[src/rtl/ekf_result_hub_pkg.sv]
// Shared types and helpers for the EKF result hub: sequencer states,
// display constants and the SOC-to-integer-percent saturation.
package ekf_hub_pkg;

    typedef enum logic [2:0] {
        S_IDLE,
        S_START,
        S_RUN,
        S_STOP,
        S_DRAIN
    } hub_state_e;

    localparam logic [6:0] BLANK   = 7'd127;
    localparam logic [6:0] SOC_MAX = 7'd100;

    // Word is passed zero-extended to 64 bits so one function serves any DATA_W.
    function automatic logic [6:0] soc_to_int(input logic [63:0] word,
                                              input int          data_w,
                                              input int          frac_w);
        logic [6:0] field;
        field = word[frac_w +: 7];
        if (word[data_w-1])
            return 7'd0;
        if (field > SOC_MAX)
            return SOC_MAX;
        return field;
    endfunction

endpackage

[src/rtl/ekf_result_hub_alarm.sv]
// Per-channel low/high SOC alarm pair with hysteresis, updated only when a
// new result is captured for the channel.
module ekf_alarm_hyst #(
    parameter int LOW_TH  = 20,
    parameter int HIGH_TH = 95,
    parameter int HYST    = 2
) (
    input  logic       clk,
    input  logic       rst,
    input  logic       cap,
    input  logic [6:0] soc_int,
    output logic       low_alarm,
    output logic       high_alarm
);

    localparam logic [7:0] LOW_SET  = 8'(LOW_TH);
    localparam logic [7:0] LOW_CLR  = 8'(LOW_TH + HYST);
    localparam logic [7:0] HIGH_SET = 8'(HIGH_TH);
    localparam logic [7:0] HIGH_CLR = 8'(HIGH_TH - HYST);

    logic [7:0] v;
    assign v = {1'b0, soc_int};

    always_ff @(posedge clk) begin
        if (rst) begin
            low_alarm  <= 1'b0;
            high_alarm <= 1'b0;
        end else if (cap) begin
            // Inside the hysteresis band neither branch fires, so state holds.
            if (v < LOW_SET)
                low_alarm <= 1'b1;
            else if (v >= LOW_CLR)
                low_alarm <= 1'b0;
            if (v > HIGH_SET)
                high_alarm <= 1'b1;
            else if (v <= HIGH_CLR)
                high_alarm <= 1'b0;
        end
    end

endmodule

[src/rtl/ekf_result_hub.sv]
// Result hub between the charge/discharge EKF engines and the display path:
// stop/drain/restart mode sequencing, per-channel capture and alarms, display scan.
module ekf_result_hub
    import ekf_hub_pkg::*;
#(
    parameter int N_CH        = 4,
    parameter int DATA_W      = 24,
    parameter int FRAC_W      = 16,
    parameter int LOW_TH      = 20,
    parameter int HIGH_TH     = 95,
    parameter int HYST        = 2,
    parameter int DRAIN_TO    = 1024,
    parameter int SCAN_CYCLES = 50000,
    localparam int CH_W       = (N_CH > 1) ? $clog2(N_CH) : 1
) (
    input  logic                     clk,
    input  logic                     rst,
    input  logic                     mode_req,
    input  logic                     start_req,
    input  logic                     stop_req,
    input  logic                     eng_busy,
    input  logic [N_CH-1:0]          ch_done,
    input  logic [N_CH*DATA_W-1:0]   ch_soc,
    input  logic [N_CH*DATA_W-1:0]   ch_vrc,
    output logic                     mode_o,
    output logic                     start_o,
    output logic                     stop_o,
    output logic                     running,
    output logic [N_CH*DATA_W-1:0]   soc_q,
    output logic [N_CH*DATA_W-1:0]   vrc_q,
    output logic [N_CH-1:0]          valid_q,
    output logic [N_CH-1:0]          low_alarm,
    output logic [N_CH-1:0]          high_alarm,
    output logic [CH_W-1:0]          disp_ch,
    output logic [6:0]               disp_soc
);

    localparam int DR_W = $clog2(DRAIN_TO);
    localparam int DW_W = $clog2(SCAN_CYCLES);

    hub_state_e       state;
    logic             sw_pend;
    logic [DR_W-1:0]  drain_cnt;
    logic [DW_W-1:0]  dwell_cnt;

    logic [N_CH-1:0][6:0] cap_int;
    logic [N_CH-1:0][6:0] q_int;

    // Mode sequencer: mode_o only moves in IDLE or on the DRAIN->START edge.
    always_ff @(posedge clk) begin
        if (rst) begin
            state     <= S_IDLE;
            mode_o    <= 1'b0;
            start_o   <= 1'b0;
            stop_o    <= 1'b0;
            running   <= 1'b0;
            sw_pend   <= 1'b0;
            drain_cnt <= '0;
        end else begin
            start_o <= 1'b0;
            stop_o  <= 1'b0;
            case (state)
                S_IDLE: begin
                    mode_o <= mode_req;
                    if (start_req) begin
                        state   <= S_START;
                        start_o <= 1'b1;
                    end
                end
                S_START: begin
                    state   <= S_RUN;
                    running <= 1'b1;
                end
                S_RUN: begin
                    if (stop_req || (mode_req != mode_o)) begin
                        state   <= S_STOP;
                        stop_o  <= 1'b1;
                        running <= 1'b0;
                        sw_pend <= !stop_req;
                    end
                end
                S_STOP: begin
                    state     <= S_DRAIN;
                    drain_cnt <= '0;
                end
                S_DRAIN: begin
                    if (!eng_busy || (drain_cnt == DR_W'(DRAIN_TO - 1))) begin
                        if (sw_pend && !stop_req) begin
                            mode_o  <= mode_req;
                            state   <= S_START;
                            start_o <= 1'b1;
                        end else begin
                            state <= S_IDLE;
                        end
                        sw_pend <= 1'b0;
                    end else begin
                        drain_cnt <= drain_cnt + DR_W'(1);
                        if (stop_req)
                            sw_pend <= 1'b0;
                    end
                end
                default: state <= S_IDLE;
            endcase
        end
    end

    // Capture path and per-channel alarms.
    for (genvar i = 0; i < N_CH; i++) begin : g_ch
        assign cap_int[i] = soc_to_int(64'(ch_soc[i*DATA_W +: DATA_W]), DATA_W, FRAC_W);
        assign q_int[i]   = soc_to_int(64'(soc_q[i*DATA_W +: DATA_W]), DATA_W, FRAC_W);

        ekf_alarm_hyst #(
            .LOW_TH  (LOW_TH),
            .HIGH_TH (HIGH_TH),
            .HYST    (HYST)
        ) u_alarm (
            .clk        (clk),
            .rst        (rst),
            .cap        (ch_done[i]),
            .soc_int    (cap_int[i]),
            .low_alarm  (low_alarm[i]),
            .high_alarm (high_alarm[i])
        );
    end

    always_ff @(posedge clk) begin
        if (rst) begin
            soc_q   <= '0;
            vrc_q   <= '0;
            valid_q <= '0;
        end else begin
            for (int i = 0; i < N_CH; i++) begin
                if (ch_done[i]) begin
                    soc_q[i*DATA_W +: DATA_W] <= ch_soc[i*DATA_W +: DATA_W];
                    vrc_q[i*DATA_W +: DATA_W] <= ch_vrc[i*DATA_W +: DATA_W];
                    valid_q[i]                <= 1'b1;
                end
            end
        end
    end

    // Display scan: disp_soc trails disp_ch and captures by one register stage.
    always_ff @(posedge clk) begin
        if (rst) begin
            dwell_cnt <= '0;
            disp_ch   <= '0;
            disp_soc  <= BLANK;
        end else begin
            if (dwell_cnt == DW_W'(SCAN_CYCLES - 1)) begin
                dwell_cnt <= '0;
                disp_ch   <= (disp_ch == CH_W'(N_CH - 1)) ? '0 : disp_ch + CH_W'(1);
            end else begin
                dwell_cnt <= dwell_cnt + DW_W'(1);
            end
            disp_soc <= valid_q[disp_ch] ? q_int[disp_ch] : BLANK;
        end
    end

endmodule

[config.mk]
export PLATFORM = sky130hd
export DESIGN_NAME = ekf_result_hub
export DESIGN_NICKNAME = d
export VERILOG_FILES = /design/src/rtl/ekf_result_hub_pkg.sv /design/src/rtl/ekf_result_hub_alarm.sv /design/src/rtl/ekf_result_hub.sv
export SDC_FILE = /design/constraint.sdc
export NUM_CORES = 1
export LEC_CHECK = 0
export CAP_MARGIN = 15
export CORE_AREA = 5 5 159 161
export CTS_BUF_LIST = sky130_fd_sc_hd__clkbuf_8
export CTS_CLUSTER_SIZE = 10
export DETAILED_ROUTE_END_ITERATION = 8
export DIE_AREA = 0 0 164 166
export GPL_TIMING_DRIVEN = 0
export HOLD_SLACK_MARGIN = 0.03
export PLACE_DENSITY = 0.73
export SLEW_MARGIN = 20
export SYNTH_ARGS = -nofsm -noshare
export SYNTH_HDL_FRONTEND = slang
export SYNTH_SLANG_ARGS = --single-unit
[constraint.sdc]
create_clock -name clk -period 2 [get_ports clk]
set_input_delay 0.6 -clock clk [delete_from_list [all_inputs] [get_ports clk]]
set_output_delay 0.6 -clock clk [all_outputs]
set_load 0.05 [all_outputs]
**Yosys cells after proc, flatten, opt, wreduce, memory -nomap -nowiden**

Index checks and enable logic that the tools add are counted.

- Output and inout port bits: 217
- Input port bits: 202
- Register bits after elaboration: 247
- Logic and storage cells: 206

- Add/sub/neg operators: 3
- Equal/unequal tests: 14
- Bitwise logic cells: 2
- Reductions and logical operators: 34
- Order comparisons: 25
- Muxes and demuxes: 98

Operators with widths:

| operator | number |
|---|---|
| 7-bit 2-to-1 mux | 33 |
| 7-bit > comparator (second input constant) | 12 |
| 1-bit 2-to-1 mux | 52 |
| 7-bit by 5-bit >= comparator with 1-bit output (second input constant) | 4 |
| 7-bit less-or-equal comparator (second input constant) | 4 |
| 7-bit by 5-bit < comparator with 1-bit output (second input constant) | 4 |
| 2-bit nonzero test | 12 |
| 10-bit case mux with 2 select lines | 1 |
| 2-bit AND reduction | 10 |
| 16-bit by 1-bit adder with 16-bit output (second input constant) | 1 |
| 16-bit equality test (second input constant) | 1 |
| 3-bit case mux with 5 select lines | 1 |
| 7-bit binary-select mux with 2-bit select | 1 |
| 10-bit by 1-bit adder with 10-bit output (second input constant) | 1 |
| 10-bit equality test (second input constant) | 1 |
| 10-bit 2-to-1 mux | 1 |
| 2-bit != test (second input constant) | 5 |
| 3-bit 2-to-1 mux | 3 |
| 3-bit AND reduction | 3 |
| 1-bit case mux with 2 select lines | 4 |
| 3-bit by 2-bit equality test with 1-bit output (second input constant) | 2 |
| 2-bit OR reduction | 3 |
| 3-bit by 1-bit equality test with 1-bit output (second input constant) | 1 |
| 3-bit equality test (second input constant) | 1 |
| 12 further kinds | 15 |

**Longest topological paths before layout**

- Word-level depth: 8
- Gate-level depth with buffers: 6

**Cells and area by module**

A second synthesis with hierarchy kept.

- Cells, all modules: 998
- Area, all modules: 9780.6 µm²

Modules (own cells, without submodules):

| module | seq. area each (µm²) | instances | area an instance (µm²) | cells an instance |
|---|---|---|---|---|
| ekf_result_hub | 4784.6 | 1 | 9330.2 | 942 |
| ekf_alarm_hyst | 40.0 | 4 | 112.6 | 14 |

**Worst setup path before layout**

OpenSTA, ideal clock, no wires.

- Kind: register to register
- Start point: register disp_ch[0]
- End point: register disp_soc[3]
- Arrival time: 1760 ps
- Stages on the path, launching flop included: 5
- Slack: 161 ps
- Buffers on the path: 1
- Data required time: 1921 ps
- Path through: dfxtp_1 -> clkbuf_1 -> mux4_2 -> and2_0 -> o211ai_1

- Word-level cells in the longest chain between the ends: 4
- Elaborated cells on any way between the ends: 6

RTL lines:

| item | line | RTL |
|---|---|---|
| from (decl) | ekf_result_hub.sv:34 | `output logic [CH_W-1:0] disp_ch,` |
| from (signal assigned) | ekf_result_hub.sv:151 | `disp_ch <= (disp_ch == CH_W'(N_CH - 1)) ? '0 : disp_ch + CH_W'(1);` |
| 1-bit binary-select mux with 2-bit select | ekf_result_hub.sv:155 | `disp_soc <= valid_q[disp_ch] ? q_int[disp_ch] : BLANK;` |
| 1-bit 2-to-1 mux (not written as such) | ekf_result_hub.sv:155 |  |
| 1-bit NOT (no source line) | n/a |  |
| 2-bit OR reduction (no source line) | n/a |  |
| to (signal assigned) | ekf_result_hub.sv:155 |  |
| to (decl) | ekf_result_hub.sv:35 | `output logic [6:0] disp_soc` |

Several ways; a longest one is shown, not always the timed one. The select of a mux whose other input is x is not followed.
A chain may end at the register's enable or synchronous reset.

**Final worst setup path**

- Start point: register vrc_q[77]
- End point: output port vrc_q[77]

RTL lines:

| item | line | RTL |
|---|---|---|
| from (decl) | ekf_result_hub.sv:30 | `output logic [N_CH*DATA_W-1:0] vrc_q,` |
| from (signal, indexed assignment) | ekf_result_hub.sv:135 | `vrc_q[i*DATA_W +: DATA_W] <= ch_vrc[i*DATA_W +: DATA_W];` |

No word-level cell between the ends.

==> qor.csv <==
stage,metric,value,unit
outcome,outcome,"finished, final reports clean",
global_route,antenna violations before repair,0,
cells_and_area,fin nets,1618,
yosys,Synth async-reset ratio,0,
pwr,switch share,0.3060,
pwr,Gate power share,0.207,
setup_path,reg2reg end,mode_o,
min_path,hold path cells,2,
detailed_routing,via count,8528,
global_route,vias in the first global route,8852,
timing,Max-slew headroom,0.4331,
yosys,"Top FF cell, synth",dfxtp_1,
setup_path,flop-to-flop setup slack,0.12,ns
setup_path,startpoint types,register,
detailed_routing,drt pass-1 iters,5,
timing,Final Cycle Share,0.9734,
timing,Fin Clk Skew,0.03037,ns
timing,Worst Tran Pin Value,0.8503,ns
yosys,Syn Nets,1159,
global_route,GRT met3 Usage,0.07520,
yosys,compound-cell area share of the yosys netlist,0.06516,
placed_design,GP Congestion,0.8163,
pwr,PD cells,837.2,mW/mm2
placed_design,post-DP HPWL,25.53,mm
floorplanning,Die Wd,164,um
setup_path,crit-path cells,clkdlybuf4s15_1,
placed_design,Port Buffer Count,413,
clocking,worst skew pair latency,0.54,ns
yosys,syn avg cell area,9.923,um2
setup_path,type of the worst setup path,reg -> out,
timing,Post-Route Hold Slack,0.4582,ns
global_route,met2 Use GR,0.4073,
yosys,YS warnings,0,
global_route,met1 global-route usage,0.2769,
floorplanning,Initial Utilization,0.3974,
setup_path,Reg2Reg Depth,6,
setup_path,R2R Path Start,drain_cnt[0],
detailed_routing,DR DRC count,0,
global_route,GR Overflow Total,0,
setup_path,critical path's slowest cell,clkdlybuf4s15_1,
cells_and_area,# diodes,0,
timing,min Tclk post-route,1.947,ns
setup_path,CP top delay family,buffers and inverters,
yosys,Synth Area in Simple Gates,0.1517,
yosys,post-synth top area cell,dfxtp_1,
setup_path,crit-path max FO,2,
yosys,register bit total from synthesis,247,
clocking,Clock transition at path regs,0.05,ns
global_route,busiest grt layer,met2,
detailed_routing,routed wire length per instance,18.58,um
setup_path,critical path's largest stage delay,0.50,ns
floorplanning,die height,166,um
detailed_routing,DRT iter0 DRCs,473,
clocking,CTS tree,built,
detailed_routing,Final ANT Viol Nets,0,
setup_path,crit path DAT,1.35,ns
global_route,first-pass GRT wire length,50.50,mm
pwr,sw power,3821,uW
floorplanning,# IOs,419,
setup_path,Worst Setup End Kind,output port,
cells_and_area,area delta synth->final,57.56,%
clocking,Longest Clk Path Bufs,3,
detailed_routing,"wirelength, routed",32.82,mm
flow_run,Max-Cap Viols,0,
cells_and_area,share of cells above drive strength 1,0.2058,
clocking,# clock sinks,247,
timing,Max Fclk,0.5137,GHz
min_path,hold_sp,g_ch[2].u_alarm.low_alarm,
yosys,Synth Cell Area,0.009467,mm2
yosys,largest family of logic cells by synthesized area,multiplexers,
yosys,Synth Area in Adders,0.003965,
pwr,cell-internal power,8666,uW
clocking,Root Buffer,clkbuf_8,
yosys,Synth Area in XOR/XNOR,0.01943,
yosys,Yosys top cell area share,0.5223,
clocking,H-tree Lvls,2,
floorplanning,core area,0.02382,mm2
yosys,synthesized instance count,954,
clocking,CTS Buf Count,44,
detailed_routing,vias per std cell,4.826,
pwr,P_leak,0.006300,uW
yosys,distinct cell type count after synthesis,55,
yosys,sequential fraction of the synthesis area,0.5223,
pwr,Clock power frac,0.362,
yosys,Post-synth EDFFs,0,
timing,final setup fails,0,
yosys,top post-synthesis cells by area,"dfxtp_1 52%, mux2i_1 20%, nor2_1 9.8%",
timing,max-slew violations,0,
timing,final count of hold timing violations,0,
global_route,largest net degree at the start of global routing,12,
pwr,Flop pwr share,0.431,
setup_path,CP required,1.40,ns
timing,RSZ-0062 raised after global routing,no,
global_route,GRT Util Overall,0.2358,
yosys,mux contribution to synthesized area,0.2054,
cells_and_area,Finished Core Util,0.6262,
min_path,Worst Hold End,g_ch[2].u_alarm.low_alarm,
pwr,VDD IR max,625.1,uV
floorplanning,die area,0.02722,mm2
min_path,Hold/Removal Path Class,reg -> reg,
setup_path,WP buf/inv,1,
floorplanning,Rows,57,
-- area by class of cell --
| cell class | instances | area, um2 |
|---|---|---|
| buffer | 60 | 260.3 |
| clock buffer | 55 | 757.0 |
| clock inverter | 21 | 97.59 |
| fill | 2071 | 8905 |
| inverter | 11 | 41.29 |
| multi-input combinational | 635 | 4244 |
| sequential | 247 | 4945 |
| tap | 324 | 405.4 |
| timing repair buffer | 414 | 4165 |
-- logic make-up (layout without fill, tap and decap cells) --
family / Yosys count / in the layout
mux: 193 / 193
simple gates: 334 / 334
xor+xnor: 21 / 21
flops: 247 / 247
fa+ha+maj: 3 / 3
buf+inv: 72 / 561
compound gates: 84 / 84
-- metal layers --
metal  vias up  routed length (um)
li1       4172                   -
met1      3997               13220
met2       298               16120
met3        61                2576
met4         0                 911
met5         -                   0
-- Yosys cell counts (2+ instances only) --
cell and instances:
dfxtp_1 247, nor2_1 246, mux2i_1 192, clkbuf_1 32, nand2_1 24, a21oi_1 21, buf_1 19, o21ai_0 18
xnor2_1 12, inv_1 11, nand3_1 11, xor2_1 9, a221oi_1 8, buf_4 8, nor3_1 8, nand4_1 6
nor2b_1 6, a32oi_1 5, and3_1 5, nand2b_1 5, o21a_1 5, or3_1 5, a2111oi_2 3, ha_1 3
nor4b_1 3, a2111oi_0 2, a211o_1 2, a211oi_1 2, a31oi_1 2, a32o_1 2, nand3b_1 2, nand4b_1 2
nor4_1 2, o211a_1 2, o211ai_1 2, o31ai_1 2, or2_2 2
-- repair_timing --
action	CTS	global route
hold buffers	0	0
endpoints found under the setup margin	217	56
setup buffers	0	1
pin swaps	0	1
resized for setup	656	41
cloned	0	0
-- cell usage in the layout, fill, tap and decap left out, types with 5 or more instances in the layout --
master           Yosys  routed
a21oi_1             21      21
a221oi_1             8       8
a32oi_1              5       5
and3_1               5       5
buf_1               19      19
buf_2                1      24
buf_4                8       9
clkbuf_1            32      29
clkbuf_2             1      18
clkbuf_8             0      55
clkdlybuf4s15_1      0       5
clkdlybuf4s15_2      0     167
clkdlybuf4s50_1      0     196
clkinv_2             0       5
dfxtp_1            247     247
inv_1               11      24
mux2i_1            192     192
nand2_1             24      24
nand2b_1             5       5
nand3_1             11      11
nand4_1              6       6
nor2_1             246     246
nor2b_1              6       6
nor3_1               8       8
o21a_1               5       5
o21ai_0             18      18
or3_1                5       5
xnor2_1             12      12
xor2_1               9       9
-- power by group through the flow --
stage	clock network, uW	registers, uW	logic, uW
after floorplan	0	6330	679
after global placement	0	5480	2670
after detailed placement	0	5490	2680
after CTS	4640	5390	2610
after global routing	4890	5420	2740
final	4510	5390	2580
-- metrics by stage --
stage	area [um2]	std cells	setup TNS, ns	worst slack [ns]	power (uW)
3_3_place_gp	14010	1691	-51.99	-0.5115	8146
4_1_cts	14990	1767	0	0.00007627	12630
2_1_floorplan	9467	954	0	0.1609	7010
3_5_place_dp	14010	1691	-47.30	-0.4732	8170
5_1_grt	14920	1767	0	0.0002364	13050
6_report	14920	1767	0	0.05326	12490
-- registers in the layout, indices dropped and copies added (netlist names), 2 cells and up --
name,count
g_ch.u_alarm.high_alarm,4
soc_q,96
disp_ch,2
disp_soc,7
g_ch.u_alarm.low_alarm,4
dwell_cnt,16
drain_cnt,10
valid_q,4
state,3
vrc_q,96
-- worst max path at each step --
stage                      from                         end  cells after the start
floorplan            disp_ch[0]                 disp_soc[3]                      4
global placement            rst  g_ch[1].u_alarm.high_alarm                      4
detailed placement          rst                   vrc_q[71]                      4
CTS                 disp_soc[4]                 disp_soc[4]                      1
global route        disp_soc[0]                 disp_soc[0]                      1
finish                vrc_q[77]                   vrc_q[77]                      1
No activity file was read; power rests on OpenSTA's default activity.
